===== src/rtl/debounce_bank.sv =====
// -----------------------------------------------------------------------------
// debounce_bank
//
// N independent button/switch conditioning channels. Each channel brings a raw
// asynchronous input into the clock domain through a 2-flop synchroniser. A
// stability counter then debounces it. The channel emits a clean level,
// one-cycle press/release pulses and a one-shot long-press pulse.
//
// Parameters:
//   N            - number of channels (>= 1)
//   BOUNCE_TICKS - consecutive synchronised cycles a new value must hold (>= 1)
//   HOLD_TICKS   - cycles of debounced high before long_press fires (0 = off)
//
// Ports:
//   clk           in   1   system clock, rising edge
//   rst           in   1   asynchronous active-high reset
//   bouncy_in     in   N   raw asynchronous inputs, active-high
//   debounced_out out  N   clean registered level per channel
//   rise          out  N   one-cycle pulse on debounced 0->1
//   fall          out  N   one-cycle pulse on debounced 1->0
//   long_press    out  N   one-cycle pulse after HOLD_TICKS cycles high
// -----------------------------------------------------------------------------
module debounce_bank #(
    parameter int N            = 2,
    parameter int BOUNCE_TICKS = 4,
    parameter int HOLD_TICKS   = 64
) (
    input  logic         clk,
    input  logic         rst,
    input  logic [N-1:0] bouncy_in,
    output logic [N-1:0] debounced_out,
    output logic [N-1:0] rise,
    output logic [N-1:0] fall,
    output logic [N-1:0] long_press
);

    localparam int BW = $clog2(BOUNCE_TICKS + 1);
    localparam logic [BW-1:0] B_LAST = BW'(BOUNCE_TICKS - 1);

    for (genvar i = 0; i < N; i++) begin : g_ch
        logic          sync1_r;
        logic          sync2_r;
        logic [BW-1:0] bcnt_r;
        logic          deb_r;
        logic          rise_r;
        logic          fall_r;
        logic          mismatch_s;
        logic          flip_s;

        // Accept a new level once the mismatch has lasted BOUNCE_TICKS cycles.
        always_comb begin
            mismatch_s = (sync2_r != deb_r);
            flip_s     = mismatch_s && (bcnt_r == B_LAST);
        end

        // Two-flop synchroniser for the raw asynchronous input.
        always_ff @(posedge clk or posedge rst) begin
            if (rst) begin
                sync1_r <= 1'b0;
                sync2_r <= 1'b0;
            end else begin
                sync1_r <= bouncy_in[i];
                sync2_r <= sync1_r;
            end
        end

        // Stability counter, debounced level and edge pulses.
        always_ff @(posedge clk or posedge rst) begin
            if (rst) begin
                bcnt_r <= {BW{1'b0}};
                deb_r  <= 1'b0;
                rise_r <= 1'b0;
                fall_r <= 1'b0;
            end else begin
                // Pulses are decoded from the pre-toggle level so they line up
                // with the first cycle the new level is visible.
                rise_r <= flip_s && !deb_r;
                fall_r <= flip_s && deb_r;
                if (!mismatch_s) begin
                    bcnt_r <= {BW{1'b0}};
                end else if (flip_s) begin
                    deb_r  <= !deb_r;
                    bcnt_r <= {BW{1'b0}};
                end else begin
                    bcnt_r <= bcnt_r + BW'(1);
                end
            end
        end

        assign debounced_out[i] = deb_r;
        assign rise[i]          = rise_r;
        assign fall[i]          = fall_r;

        if (HOLD_TICKS > 0) begin : g_hold
            localparam int HW = $clog2(HOLD_TICKS + 1);
            localparam logic [HW-1:0] H_MAX  = HW'(HOLD_TICKS);
            localparam logic [HW-1:0] H_LAST = HW'(HOLD_TICKS - 1);

            logic [HW-1:0] hcnt_r;
            logic          lp_r;

            // Saturating hold counter. It only re-arms through a debounced
            // release, so long_press fires at most once per press.
            always_ff @(posedge clk or posedge rst) begin
                if (rst) begin
                    hcnt_r <= {HW{1'b0}};
                    lp_r   <= 1'b0;
                end else if (!deb_r) begin
                    hcnt_r <= {HW{1'b0}};
                    lp_r   <= 1'b0;
                end else if (hcnt_r != H_MAX) begin
                    hcnt_r <= hcnt_r + HW'(1);
                    lp_r   <= (hcnt_r == H_LAST);
                end else begin
                    lp_r   <= 1'b0;
                end
            end

            assign long_press[i] = lp_r;
        end else begin : g_no_hold
            assign long_press[i] = 1'b0;
        end
    end

endmodule


===== config.mk =====
export PLATFORM = sky130hd
export DESIGN_NAME = debounce_bank
export DESIGN_NICKNAME = d
export VERILOG_FILES = /design/src/rtl/debounce_bank.sv
export SDC_FILE = /design/constraint.sdc
export NUM_CORES = 1
export LEC_CHECK = 0
export ABC_AREA = 1
export CORE_MARGIN = 2
export CORE_UTILIZATION = 55
export CTS_CLUSTER_DIAMETER = 80
export DETAILED_ROUTE_END_ITERATION = 12
export PLACE_DENSITY_LB_ADDON = 0.15
export RECOVER_POWER = 100
export SLEW_MARGIN = 0
export SYNTH_ARGS = -nofsm -noshare
export SYNTH_HDL_FRONTEND = slang
export SYNTH_SLANG_ARGS = --single-unit
export TNS_END_PERCENT = 5

===== constraint.sdc =====
create_clock -name clk -period 3.3 [get_ports clk]
set_input_delay 0.66 -clock clk [delete_from_list [all_inputs] [get_ports clk]]
set_output_delay 0.66 -clock clk [all_outputs]
set_load 0.1 [all_outputs]

==> reports/qor.yml, run 1 <==
cells_and_area:
  syn2layout_area_growth_pct: 5.03
  final_nets: 190
  num-fill-cells: 244
  drive_gt1_share_pct: 6.63
  fin_cells: 212
  multi_input_comb_area_um2: 515
  n_antenna_cell: 0
  register_area_um2: 801
clock_tree:
  cts_inserted_buffers: 5
  root_buffer: "clkbuf_4"
  cts_max_level: 2
  cts-resized-gates: 0
  postCtsHoldBufs: 0
  cts_setup_buffers: 0
  clk_latency_ns: 0.33
  clkSlewWorstSetupHoldPaths_ns: 0.11
  tritoncts: "built"
  cts_max_path_buffers: 2
  cts_sinks: 32
routing:
  via_per_inst: 5.06
  drt.antenna.violating_nets: 0
  wl_mm: 2.34
  drcViolationCount: 0
  wire_per_inst_um: 11.0
  drt_iter0_markers: 27
  dr.pass1.iters: 4
  vias: 1072
run:
  drv_cap: 1
worst_setup_path:
  startpoint_type: "register"
  crit_arrival_ns: 1.79
  cp_top_family: "buffers and inverters"
  path_class: "reg -> out"
  path_cells: "clkbuf_1"
  worstSetupEndpointType: "output pin"
  crit_slowest_cell: "clkbuf_1"
  cp_num_buf_inv: 1
  slowest_delay_ns: 0.90
  critPathRequiredTime_ns: 2.64
  crit_fanout: 13
sta:
  rsz0062_at_grt: "no"
  setup_viol: 0
  setup_tns_ns: 0
  slew_violations: 33
  finalClockSkew_ns: 0.0127
  tightest_slew_ns: 1.62
  hold_viol: 0
  slew_headroom_pct: -7.96
  min_period_ns: 2.45
  period_share_pct: 74.2
  max_freq_ghz: 0.409
  whs_ns: 0.352
placement:
  port_buffers: 11
  dp.cells: 204
  place_hpwl_mm: 1.74
  gp_congestion: 0.819
yosys:
  yosysUniqueCellTypes: 22
  synth_fp_nets: 182
  synth_seq_area_share_pct: 52.8
  avgSynthCellArea_um2: 8.82
  syn_inst: 172
  ys_warn_count: 0
  ys_ff_latch: 32
  synth_area_um2: 1520
status:
  violations: "capacitance limit, slew limit"
  outcome: "finished with violations"
floorplan:
  die_area_um2: 3200
  coreArea_um2: 2690
  fp.dieH_um: 56.5
  num_rows: 19
  initial_core_util_pct: 56.5
  pin_count: 12
  fp.dieW_um: 56.5
power_and_ir_drop:
  p_int_w: 0.000721
  clockPowerShare_pct: 23.6
  p_switching_w: 0.000505
  ir_worst_vdd_v: 0.000552
  cellPowerDensity_nw_per_um2: 769
  p_total_w: 0.00123
  seqPwrFrac_pct: 44.6
  switching_share_pct: 41.2
  power_leakage_nw: 0.817
  comb_power_share_pct: 31.8
grt:
  grt_antenna_before_repair: 0
  grt_max_degree: 33
  grt_pass1_wl_mm: 4.31
  grt-ovfl-total: 0
  grt_pass1_vias: 1054
  grt_util_all_layers_pct: 17.7
hold_path:
  hold_path_class: "reg -> reg"
flip-flops by register name, indices dropped and copies added, names as in the netlist:
signal	count
g_ch.sync1_r	2
g_ch.sync2_r	2
g_ch.g_hold.hcnt_r	14
g_ch.g_hold.lp_r	2
g_ch.rise_r	2
g_ch.bcnt_r	6
g_ch.fall_r	2
g_ch.deb_r	2
layer usage:
metal | vias to the layer above | track usage (%) | wire, µm
li1 | 545 | - | -
met1 | 496 | 21.4 | 1040
met2 | 25 | 28.7 | 1130
met3 | 6 | 4.84 | 111
met4 | 0 | 9.18 | 52
met5 | - | 0 | 0
cell usage after synthesis (all sizes together):
master	n	area, µm²
nand3	15	85.1
nor3	2	10.0
xor2	1	8.76
buf	11	87.6
nor2	32	128
nand4	4	25.0
nand2	30	125
o21ai	4	20.0
a21oi	7	35.0
o21bai	1	7.51
nor4	1	6.26
dfrtp	32	801
ha	6	75.1
inv	25	96.4
nand3b	1	7.51
layout make-up:
cell class | count | area share, %
clock buffers | 5 | 2.35
well taps | 31 | 2.43
repair buffers | 12 | 4.00
multi-input cells | 104 | 32.3
clock inverters | 3 | 2.67
flip-flops and latches | 32 | 50.2
inverters | 25 | 5.97
cells in the final DEF, fill, tap and decap left out, types with 2 or more instances in the layout:
cell type,instances
nor2_1,31
o21ai_0,4
dfrtp_1,32
a21oi_1,7
ha_1,6
clkbuf_4,5
clkbuf_1,9
inv_1,24
nor3_1,2
dlygate4sd3_1,2
nand2_1,28
nand4_1,4
nand3_1,15
power groups by stage:
stage / Sequential [W] / Clock, W / Combinational (W)
final: 0.000547 / 0.000290 / 0.000390
after CTS: 0.000553 / 0.000301 / 0.000416
after detailed placement: 0.000561 / 0 / 0.000413
after global placement: 0.000554 / 0 / 0.000404
after floorplan: 0.000510 / 0 / 0.000422
after global routing: 0.000561 / 0.000317 / 0.000444
stage by stage:
stage          cell area, µm²  worst slack (ns)  utilization, %
6_report                 1590             0.852            59.3
5_1_grt                  1590             0.696            59.3
4_1_cts                  1650              1.35            61.3
3_5_place_dp             1570              1.72            58.3
3_3_place_gp             1570              1.75            58.3
2_1_floorplan            1520              1.95               -
worst paths after layout:
kind,start,endpoint,slack [ns],depth (start not counted)
max reg2reg,g_ch[0].deb_r,g_ch[0].deb_r,1.80,5
min in group asynchronous,rst,g_ch[0].bcnt_r[0],1.18,3
min,g_ch[0].sync1_r,g_ch[0].sync2_r,0.35,0
min reg2reg,g_ch[0].sync1_r,g_ch[0].sync2_r,0.35,0
max in group asynchronous,rst,g_ch[1].g_hold.hcnt_r[1],1.17,3
max,g_ch[1].deb_r,debounced_out[1],0.85,1
logic make-up after synthesis:
group / share of synthesized area [%]
buffers and inverters: 12.1
XOR/XNOR: 0.577
AND/OR/NAND/NOR: 25.5
flip-flops: 52.8
AO/OA/AOI/OAI: 4.12
adder cells (fa/ha/maj): 4.95
(Power assumes the default switching activity.)
==> run 2, diff against run 1 <==
- CORE_UTILIZATION: 55 -> 51
- clock period: 3.3 -> 2.1 ns (I/O delays scaled with it)
==> run 2 against run 1 <==
- the run now ends clean
- clock skew decreased by 0.0030 ns
- sequential cell count unchanged
- via count decreased by 0.19%
- critical path depth unchanged
- global-route usage decreased by 1.3 points
- hold slack got worse by 0.0058 ns
- first-iteration DRC count increased by 15%
- sequential power increased by 59%
- critical path type unchanged
==> reports/qor.yml, run 2 (same netlist as run 1, synthesis figures left out) <==
sta:
  rsz0062_at_grt: "no"
  setup_viol: 0  # unchanged
  tightest_slew_ns: 0.761  # -0.859 ns
  hold_viol: 0  # unchanged
  min_period_ns: 1.60
  slew_violations: 0  # -100%
  period_share_pct: 76.3
  finalClockSkew_ns: 0.00965  # -0.00301 ns
  slew_headroom_pct: 49.3  # +57 points
  setup_tns_ns: 0  # unchanged
  max_freq_ghz: 0.624
power_and_ir_drop:
  cellPowerDensity_nw_per_um2: 1230  # +60%
  p_switching_w: 0.000812  # +61%
  seqPwrFrac_pct: 43.1  # -1.5 points
  switching_share_pct: 40.3  # -0.87 points
  p_int_w: 0.00120  # +67%
  comb_power_share_pct: 33.8  # +2.0 points
  clockPowerShare_pct: 23.1  # -0.5 points
  ir_worst_vdd_v: 0.00101  # +83%
  power_leakage_nw: 0.859  # +5.1%
worst_setup_path:
  critPathRequiredTime_ns: 1.68  # -0.96 ns
  crit_slowest_cell: "dfrtp_1"
  slowest_delay_ns: 0.62  # -0.28 ns
  cp_top_family: "flip-flops"
  crit_arrival_ns: 1.18  # -0.61 ns
  startpoint_type: "register"
  path_cells: "buf_12"
  worstSetupEndpointType: "output pin"
  crit_fanout: 13  # unchanged
  path_class: "reg -> out"
  cp_num_buf_inv: 1  # unchanged
grt:
  grt_pass1_wl_mm: 4.18  # -3.0%
  grt_pass1_vias: 1023  # -2.9%
  grt_max_degree: 33  # unchanged
  grt_antenna_before_repair: 0  # unchanged
  grt_util_all_layers_pct: 16.4  # -1.3 points
  grt-ovfl-total: 0  # unchanged
clock_tree:
  postCtsHoldBufs: 0  # unchanged
  tritoncts: "built"
  cts_max_level: 2  # unchanged
  cts_max_path_buffers: 2  # unchanged
  cts_sinks: 32  # unchanged
  clkSlewWorstSetupHoldPaths_ns: 0.11  # about the same
  cts-resized-gates: 0  # unchanged
  cts_inserted_buffers: 5  # unchanged
  root_buffer: "clkbuf_4"
  cts_setup_buffers: 0  # unchanged
  clk_latency_ns: 0.33  # about the same
placement:
  place_hpwl_mm: 1.67  # -4.2%
  gp_congestion: 0.880  # +7.5%
  port_buffers: 11  # unchanged
cells_and_area:
  n_antenna_cell: 0  # unchanged
  largest_reg_flops: 14  # unchanged
  top_register: "g_ch.g_hold.hcnt_r"
  final_common_cell: "dfrtp_1"
  final_nets: 190  # unchanged
  drive_gt1_share_pct: 11.0  # +4.4 points
  final_util_pct: 58.7  # -0.68 points
  largestRegisters: "g_ch.g_hold.hcnt_r x14, g_ch.bcnt_r x6"
  layout_common_cells: "dfrtp_1, nor2_1, nand2_1, inv_1, nand3_1"
  syn2layout_area_growth_pct: 7.50
status:
  outcome: "finished clean"
floorplan:
  pin_count: 12  # unchanged
  fp.dieW_um: 58.6  # +3.6%
  fp.dieH_um: 58.6  # +3.6%
  initial_core_util_pct: 54.6  # -1.9 points
  num_rows: 19  # unchanged
  die_area_um2: 3430  # +7.3%
  coreArea_um2: 2780  # +3.5%
run:
  drv_cap: 0  # -1
routing:
  vias: 1070  # -0.19%
  dr.pass1.iters: 4  # unchanged
  via_per_inst: 5.05  # -0.19%
  drcViolationCount: 0  # unchanged
  drt_iter0_markers: 31  # +15%
  drt.antenna.violating_nets: 0  # unchanged
  wl_mm: 2.34  # about the same
  wire_per_inst_um: 11.0  # about the same
hold_path:
  hold_path_class: "reg -> reg"
-- run 2: area by class of cell --
type	count	area, µm²
fill	256	1150
multi-input combinational	104	515
sequential	32	801
tap	31	38.8
inverter	25	95.1
timing repair buffer	12	105
clock inverter	2	35.0
clock buffer	6	41.3
-- run 2: path summary, 6_finish.rpt --
check,cells past startpoint,to,startpoint,slack (ns)
hold reg to reg,0,g_ch[0].sync2_r,g_ch[0].sync1_r,0.35
hold / removal,0,g_ch[0].sync2_r,g_ch[0].sync1_r,0.35
setup / recovery,1,debounced_out[1],g_ch[1].deb_r,0.50
setup reg to reg,5,g_ch[0].deb_r,g_ch[0].deb_r,0.55
min in group asynchronous,3,g_ch[0].bcnt_r[1],rst,0.74
max in group asynchronous,3,g_ch[0].g_hold.lp_r,rst,0.87
-- run 2: power by group through the flow --
stage                     clock, W  combinational (W)  sequential [W]
final                     0.000466           0.000680        0.000868
after global routing      0.000498           0.000768        0.000888
after CTS                 0.000470           0.000700        0.000876
after detailed placement         0           0.000698        0.000888
after global placement           0           0.000682        0.000881
after floorplan                  0           0.000664        0.000802
-- run 2: worst register-to-register path, cell delays in order (launching register included) --
cell        delay [ns]
dfrtp_1           0.59
clkinvlp_2        0.38
nand2_4           0.14
nand3_1           0.13
nor2_1            0.15
nor2_1            0.06
-- run 2: per-stage QoR --
step / hold WS, ns / setup slack (ns) / total power [W] / cell area, µm² / instances
floorplan: 0.331 / 0.989 / 0.00147 / 1520 / 172
global placement: 0.337 / 0.881 / 0.00156 / 1590 / 204
global route: 0.364 / 0.398 / 0.00215 / 1630 / 212
CTS: 0.351 / 0.489 / 0.00205 / 1670 / 212
detailed placement: 0.335 / 0.859 / 0.00159 / 1590 / 204
finish: 0.346 / 0.499 / 0.00201 / 1630 / 212
-- run 2: routing by layer --
| layer | part of all wire, % | wire, µm | track usage (%) | vias to the layer above |
|---|---|---|---|---|
| met5 | 0 | 0 | 0 | - |
| met3 | 5.1 | 119 | 5.93 | 12 |
| met1 | 45 | 1050 | 19.0 | 483 |
| met2 | 48 | 1130 | 27.4 | 31 |
| li1 | - | - | - | 544 |
| met4 | 1.7 | 40 | 6.98 | 0 |
